<file path="config.mk">
export PLATFORM = sky130hd
export DESIGN_NAME = tile_address_generator
export DESIGN_NICKNAME = d
export VERILOG_FILES = /design/src/rtl/tile_address_generator.sv
export SDC_FILE = /design/constraint.sdc
export NUM_CORES = 1
export LEC_CHECK = 0
export CORE_MARGIN = 3
export CORE_UTILIZATION = 35
export DETAILED_ROUTE_END_ITERATION = 8
export DONT_BUFFER_PORTS = 1
export PLACE_DENSITY = 0.53
export SYNTH_ARGS = -nofsm -noshare
export SYNTH_HDL_FRONTEND = slang
export SYNTH_SLANG_ARGS = --single-unit
</file>
<file path="constraint.sdc">
create_clock -name clk_in -period 5 [get_ports clk_in]
set_input_delay 0.5 -clock clk_in [delete_from_list [all_inputs] [get_ports clk_in]]
set_output_delay 0.5 -clock clk_in [all_outputs]
set_load 0.005 [all_outputs]
</file>
<file path="src/rtl/tile_address_generator.sv">
// ---------------------------------------------------------------------------
// tile_address_generator
//
// Purpose:
//   Turns raster hcount/vcount into a frame-buffer read address for a row of
//   NUM_TILES side-by-side tiles (each TILE_W x TILE_H pixels). It supports
//   four scan orientations, selected once per frame. Every output is
//   registered with a fixed two-cycle latency.
//
// Ports:
//   clk_in          pixel clock
//   rst_in          asynchronous active-high reset
//   hcount_in[10:0] raster x
//   vcount_in[9:0]  raster y
//   mode_in[1:0]    orientation, sampled at (0,0): 0 fwd, 1 180deg,
//                   2 horizontal mirror, 3 vertical flip
//   addr_out        frame-buffer read address (0 when not in a tile)
//   tile_idx_out    tile being addressed (holds last valid value)
//   valid_out       addr_out/tile_idx_out refer to an in-tile pixel
//   frame_start_out one-cycle pulse, two cycles after the (0,0) input
// ---------------------------------------------------------------------------
module tile_address_generator #(
  parameter int NUM_TILES  = 4,
  parameter int TILE_W     = 240,
  parameter int TILE_H     = 320,
  parameter int TILE_PITCH = 256,
  parameter int X0         = 8,
  parameter int Y0         = 200,
  parameter int ADDR_W     = 17
) (
  input  logic              clk_in,
  input  logic              rst_in,
  input  logic [10:0]       hcount_in,
  input  logic [9:0]        vcount_in,
  input  logic [1:0]        mode_in,
  output logic [ADDR_W-1:0] addr_out,
  output logic [2:0]        tile_idx_out,
  output logic              valid_out,
  output logic              frame_start_out
);

  localparam int N = TILE_W * TILE_H;

  localparam logic [ADDR_W-1:0] W_STEP        = ADDR_W'(TILE_W);
  localparam logic [ADDR_W-1:0] LAST_ADDR     = ADDR_W'(N - 1);
  localparam logic [ADDR_W-1:0] LAST_ROW_BASE = ADDR_W'((TILE_H - 1) * TILE_W);
  localparam logic [ADDR_W-1:0] LAST_COL      = ADDR_W'(TILE_W - 1);

  // Elaboration-time parameter sanity checks.
  if (TILE_PITCH < TILE_W) begin : g_bad_pitch
    $error("tile_address_generator: TILE_PITCH must be >= TILE_W");
  end
  if ((longint'(TILE_W) * longint'(TILE_H)) > (longint'(1) << ADDR_W)) begin : g_bad_addr_w
    $error("tile_address_generator: TILE_W*TILE_H does not fit in ADDR_W bits");
  end
  if ((NUM_TILES < 1) || (NUM_TILES > 8)) begin : g_bad_num_tiles
    $error("tile_address_generator: NUM_TILES must be 1..8");
  end

  typedef enum logic [1:0] {
    MODE_FWD   = 2'd0,
    MODE_REV   = 2'd1,
    MODE_HMIR  = 2'd2,
    MODE_VFLIP = 2'd3
  } mode_e;

  // -------------------------------------------------------------------------
  // Raster decode
  // -------------------------------------------------------------------------
  logic [31:0]          h_ext;
  logic [31:0]          v_ext;
  logic                 frame_origin;
  logic                 in_band;
  logic [NUM_TILES-1:0] in_tile;
  logic [NUM_TILES-1:0] left_edge;
  logic                 tile_hit;
  logic                 at_left;
  logic [2:0]           tile_sel;

  assign h_ext        = 32'(hcount_in);
  assign v_ext        = 32'(vcount_in);
  assign frame_origin = (hcount_in == 11'd0) && (vcount_in == 10'd0);
  assign in_band      = (v_ext >= 32'(Y0)) && (v_ext < 32'(Y0 + TILE_H));

  for (genvar gi = 0; gi < NUM_TILES; gi++) begin : g_tile
    localparam int LEFT = X0 + gi * TILE_PITCH;
    assign in_tile[gi]   = in_band && (h_ext >= 32'(LEFT)) && (h_ext < 32'(LEFT + TILE_W));
    assign left_edge[gi] = in_band && (h_ext == 32'(LEFT));
  end

  assign tile_hit = |in_tile;
  assign at_left  = |left_edge;

  // Tiles never overlap (pitch >= width), so at most one bit is set.
  always_comb begin
    tile_sel = 3'd0;
    for (int t = 0; t < NUM_TILES; t++) begin
      if (in_tile[t]) begin
        tile_sel = 3'(t);
      end
    end
  end

  // -------------------------------------------------------------------------
  // Mode latch and running counters
  // -------------------------------------------------------------------------
  mode_e             mode_reg;
  mode_e             mode_cur;
  logic [ADDR_W-1:0] col_reg;
  logic [ADDR_W-1:0] col_next;
  logic [ADDR_W-1:0] base_reg;
  logic [ADDR_W-1:0] base_next;
  logic [9:0]        row_v_reg;   // vcount of the last left-edge reload
  logic              row_valid_reg;
  logic [ADDR_W-1:0] row_ext;
  logic [ADDR_W-1:0] row_prod;

  // The (0,0) pixel itself is already governed by the new mode.
  assign mode_cur = frame_origin ? mode_e'(mode_in) : mode_reg;

  assign row_ext = ADDR_W'(v_ext - 32'(Y0));

  // row*TILE_W as a shift-and-add over the set bits of the constant width.
  // Only used to resynchronise the row base after a vertical jump.
  always_comb begin
    row_prod = '0;
    for (int i = 0; i < ADDR_W; i++) begin
      if (W_STEP[i]) begin
        row_prod = row_prod + (row_ext << i);
      end
    end
  end

  // Column term: counts up from 0 (or down from TILE_W-1 when mirrored),
  // reloaded at every tile left edge.
  always_comb begin
    col_next = '0;
    if (at_left) begin
      col_next = (mode_cur == MODE_HMIR) ? LAST_COL : '0;
    end else begin
      col_next = (mode_cur == MODE_HMIR) ? (col_reg - 1'b1) : (col_reg + 1'b1);
    end
  end

  // Row base, already folded with the orientation so the final address is
  // simply base +/- column. It only changes at a tile left edge: constant at
  // Y0, +/-TILE_W on the next line, unchanged for further tiles on the same
  // line, and recomputed from vcount after any other vertical jump.
  always_comb begin
    base_next = base_reg;
    if (at_left) begin
      if (v_ext == 32'(Y0)) begin
        unique case (mode_cur)
          MODE_REV:   base_next = LAST_ADDR;
          MODE_VFLIP: base_next = LAST_ROW_BASE;
          default:    base_next = '0;
        endcase
      end else if (row_valid_reg && (vcount_in == row_v_reg)) begin
        base_next = base_reg;
      end else if (row_valid_reg && (vcount_in == row_v_reg + 10'd1)) begin
        unique case (mode_cur)
          MODE_REV, MODE_VFLIP: base_next = base_reg - W_STEP;
          default:              base_next = base_reg + W_STEP;
        endcase
      end else begin
        unique case (mode_cur)
          MODE_REV:   base_next = LAST_ADDR - row_prod;
          MODE_VFLIP: base_next = LAST_ROW_BASE - row_prod;
          default:    base_next = row_prod;
        endcase
      end
    end
  end

  // -------------------------------------------------------------------------
  // Pipeline: stage 1 captures counters, stage 2 forms the address.
  // -------------------------------------------------------------------------
  logic              s1_valid_reg;
  logic [2:0]        s1_tile_reg;
  logic [ADDR_W-1:0] s1_base_reg;
  logic [ADDR_W-1:0] s1_col_reg;
  logic              s1_sub_reg;
  logic              s1_frame_start_reg;
  logic [ADDR_W-1:0] addr_next;

  // 180-degree rotation walks the column backwards from the row base.
  assign addr_next = s1_sub_reg ? (s1_base_reg - s1_col_reg) : (s1_base_reg + s1_col_reg);

  always_ff @(posedge clk_in or posedge rst_in) begin
    if (rst_in) begin
      mode_reg           <= MODE_FWD;
      col_reg            <= '0;
      base_reg           <= '0;
      row_v_reg          <= '0;
      row_valid_reg      <= 1'b0;
      s1_valid_reg       <= 1'b0;
      s1_tile_reg        <= '0;
      s1_base_reg        <= '0;
      s1_col_reg         <= '0;
      s1_sub_reg         <= 1'b0;
      s1_frame_start_reg <= 1'b0;
      addr_out           <= '0;
      tile_idx_out       <= '0;
      valid_out          <= 1'b0;
      frame_start_out    <= 1'b0;
    end else begin
      // A new frame may change orientation, so forget the tracked row.
      if (frame_origin) begin
        mode_reg      <= mode_e'(mode_in);
        row_valid_reg <= 1'b0;
      end
      if (tile_hit) begin
        col_reg <= col_next;
      end
      if (at_left) begin
        base_reg      <= base_next;
        row_v_reg     <= vcount_in;
        row_valid_reg <= 1'b1;
      end

      s1_valid_reg       <= tile_hit;
      s1_tile_reg        <= tile_sel;
      s1_base_reg        <= base_next;
      s1_col_reg         <= col_next;
      s1_sub_reg         <= (mode_cur == MODE_REV);
      s1_frame_start_reg <= frame_origin;

      valid_out       <= s1_valid_reg;
      addr_out        <= s1_valid_reg ? addr_next : '0;
      frame_start_out <= s1_frame_start_reg;
      if (s1_valid_reg) begin
        tile_idx_out <= s1_tile_reg;
      end
    end
  end

endmodule

</file>
==> results.sh <==
export IMPL_status="completed"
export IMPL_viasPerCell=5.22
export IMPL_grt_pass1_vias=6130
export IMPL_syn_num_nets=999
export IMPL_cp_slowest_stage_delay_ps=570
export IMPL_p_leak_nw=4.19
export IMPL_hp_class="in -> async"
export IMPL_routed_wl_mm=19.1
export IMPL_core_um2=22700
export IMPL_antenna_cells=0
export IMPL_met1_usage_pct=21.6
export IMPL_synth_edf_count=0
export IMPL_timing_fmax_mhz=218
export IMPL_setup_tns_ps=0
export IMPL_ys_seq_area_share_pct=33.0
export IMPL_fin_worst_skew_ps=8.02
export IMPL_cts_buffers=9
export IMPL_async_flop_share_pct=100
export IMPL_synthesis_area_um2=8110
export IMPL_clkLatencyLatePin_ps=360
export IMPL_hpwl_mm=14.9
export IMPL_cap_violations=0
export IMPL_yosysWarnings=0
export IMPL_cp_required_ps=5290
export IMPL_drt_first_pass_iters=5
export IMPL_clkTransAtPathRegs_ps=90
export IMPL_fp_dieH_um=158
export IMPL_root_buffer="clkbuf_16"
export IMPL_fin_crit_ps=4600
export IMPL_multi_input_comb_area_um2=5100
export IMPL_vias=6182
export IMPL_clock_sinks=107
export IMPL_synthMostInstantiatedCell="dfrtp_1"
export IMPL_clk_path_buf_depth=2
export IMPL_fp_row_count=55
export IMPL_fin_crit_sh_pct=91.9
export IMPL_met2_usage_pct=26.1
export IMPL_synth_area_leaders="dfrtp_1 33%, ha_1 10%, xnor2_1 5.9%"
export IMPL_grt_max_degree=59
export IMPL_max_slew_margin_pct=50.6
export IMPL_antenna_found_initial=0
export IMPL_tightest_slew_ps=741
export IMPL_synthToLayoutAreaGrowth_pct=8.62
export IMPL_dp_cells=1168
export IMPL_io_pins=47
export IMPL_nFillCells=2290
export IMPL_worstPathCellList="inv_1 > ha_1 > or4b_1 > nor4_2 > nand2_1 > mux2i_2 > ha_1 > a211o_1 > a2111oi_0 > o31ai_1 > o41a_1 > xnor2_1 > a311oi_1 > o21ai_1 > nor2_1"
export IMPL_fin_cells=1184
export IMPL_cp_end_kind="flop"
export IMPL_synth_cell_types=77
export IMPL_total_power_w=0.00330
export IMPL_gp_congestion=0.875
export IMPL_met3_usage_pct=2.87
export IMPL_grt_total_usage_pct=15.8
export IMPL_pwr_density_cell_nw_per_um2=375
export IMPL_rsz0062_at_grt="false"
export IMPL_worstPathArrival_ps=4890
export IMPL_nNetsFinal=1000
export IMPL_synth_seq_cells=107
export IMPL_grt_ovfl_total=0
export IMPL_final_hold_violation_count=0
export IMPL_fin_area_um2=8810
export IMPL_slew_violations=0
export IMPL_cts_tree="yes"
export IMPL_fp_dieW_um=158
export IMPL_placedInstanceArea_um2=8480
export IMPL_ir_worst_vdd_mv=0.164
export IMPL_synth_top_cell_area_share_pct=33.0
export IMPL_fin_hold_ws_ps=140
export IMPL_setup_viol=0
export IMPL_wire_per_inst_um=16.1
export IMPL_worstSetupPathType="in -> reg"
export IMPL_regArea_um2=2680
export IMPL_io_buffer_count=0
export IMPL_slowest_stage="a2111oi_0"
export IMPL_yosysTopAreaCell="dfrtp_1"
export IMPL_dieArea_um2=25000
export IMPL_hold_buffers=0
export IMPL_cts_htree_levels=3
export IMPL_route_detailed_drc=0
export IMPL_syn_inst=893
export IMPL_start_kind="primary input"
export IMPL_ys_flop_type="dfrtp_1"
export IMPL_drt_iter0_markers=272
export IMPL_drive_gt1_share_pct=7.45
export IMPL_start_util_pct=35.7
export IMPL_path_max_fanout=7
export IMPL_ys_top_cells_by_count="107 x dfrtp_1, 67 x a21oi_1, 67 x ha_1"
export IMPL_timing_critical_path_mode_cell="ha_1"
export IMPL_antenna_left=0
export IMPL_syn_area_per_cell_um2=9.08
export IMPL_busiest_layer="met2"
export IMPL_grt_first_pass_wirelength_mm=31.7
## critical path, delay by kind of cell
family | cells | cell delay [ps]
mux | 1 | 480
fa+ha+maj | 2 | 560
simple gates | 4 | 1240
buf+inv | 1 | 100
compound gates | 6 | 1860
xor+xnor | 1 | 150
## metrics by stage
step | setup slack (ps) | util (%)
floorplan | 118 | -
global placement | 52.3 | 37.3
finish | 404 | 38.8
CTS | 243 | 38.8
detailed placement | -95.5 | 37.3
global route | 95.1 | 38.8
## layer usage
layer | routed length (µm) | up-vias
li1 | - | 3179
met1 | 9310 | 2892
met2 | 8820 | 96
met3 | 703 | 15
met4 | 263 | 0
met5 | 0 | -
## final cells by class
class / count / area share [%]
well taps: 285 / 4.05
inverters: 61 / 2.63
flip-flops and latches: 107 / 30.4
multi-input cells: 699 / 57.9
clock inverters: 7 / 1.15
clock buffers: 9 / 2.56
repair buffers: 16 / 1.36
## cell usage in the layout (no fill, tap or decap), types with 5 or more instances in the layout
cell type  count
dfrtp_1      107
a21oi_1       67
ha_1          67
nand2_1       65
inv_1         59
nor2_1        59
xnor2_1       55
o21ai_0       44
xor2_1        36
nor3_1        22
and2_1        21
nand3_1       19
buf_4         16
or3_1         15
o21a_1        14
fa_1          14
a21o_1        13
and3_1        12
mux2_2        12
o31ai_1       12
nor2b_1       10
a31oi_1       10
nand2b_1       9
clkbuf_16      9
or2_2          8
a211o_1        8
nor4_1         7
a211oi_1       7
nand4_1        6
a22o_1         6
nand3b_1       5
mux2i_1        5
## path summary, 6_finish.rpt
| check | start | to | slack (ps) | cells past startpoint |
|---|---|---|---|---|
| max | vcount_in[2] | base_reg[16] | 400 | 15 |
| min | rst_in | s1_base_reg[1] | 140 | 1 |
| max reg2reg | mode_reg[0] | base_reg[16] | 1600 | 10 |
| min reg2reg | s1_frame_start_reg | frame_start_out | 360 | 0 |
| max in group asynchronous | rst_in | row_v_reg[7] | 3730 | 2 |
| min in group clk_in | vcount_in[7] | row_v_reg[7] | 250 | 2 |
## cell families (layout without fill, tap and decap cells)
group / Yosys count / after routing / synth area share, %
other cells: 1 / 1 / 0.0462
buf+inv: 87 / 93 / 4.18
mux: 19 / 19 / 2.55
flops: 107 / 107 / 33.0
simple gates: 274 / 274 / 17.5
compound gates: 233 / 233 / 19.1
xor+xnor: 91 / 91 / 9.83
fa+ha+maj: 81 / 81 / 13.8
## report_power, final
group | switching, W | internal (W)
clock | 0.000390 | 0.000368
combinational | 0.000877 | 0.000653
sequential | 0.0000677 | 0.000947
total | 0.00133 | 0.00197
## timing repair
item                                    CTS  global route
buffers inserted                          0             0
endpoints found under the setup margin    0             2
resized for setup                         0             1
Power figures use the tool's default switching activity.
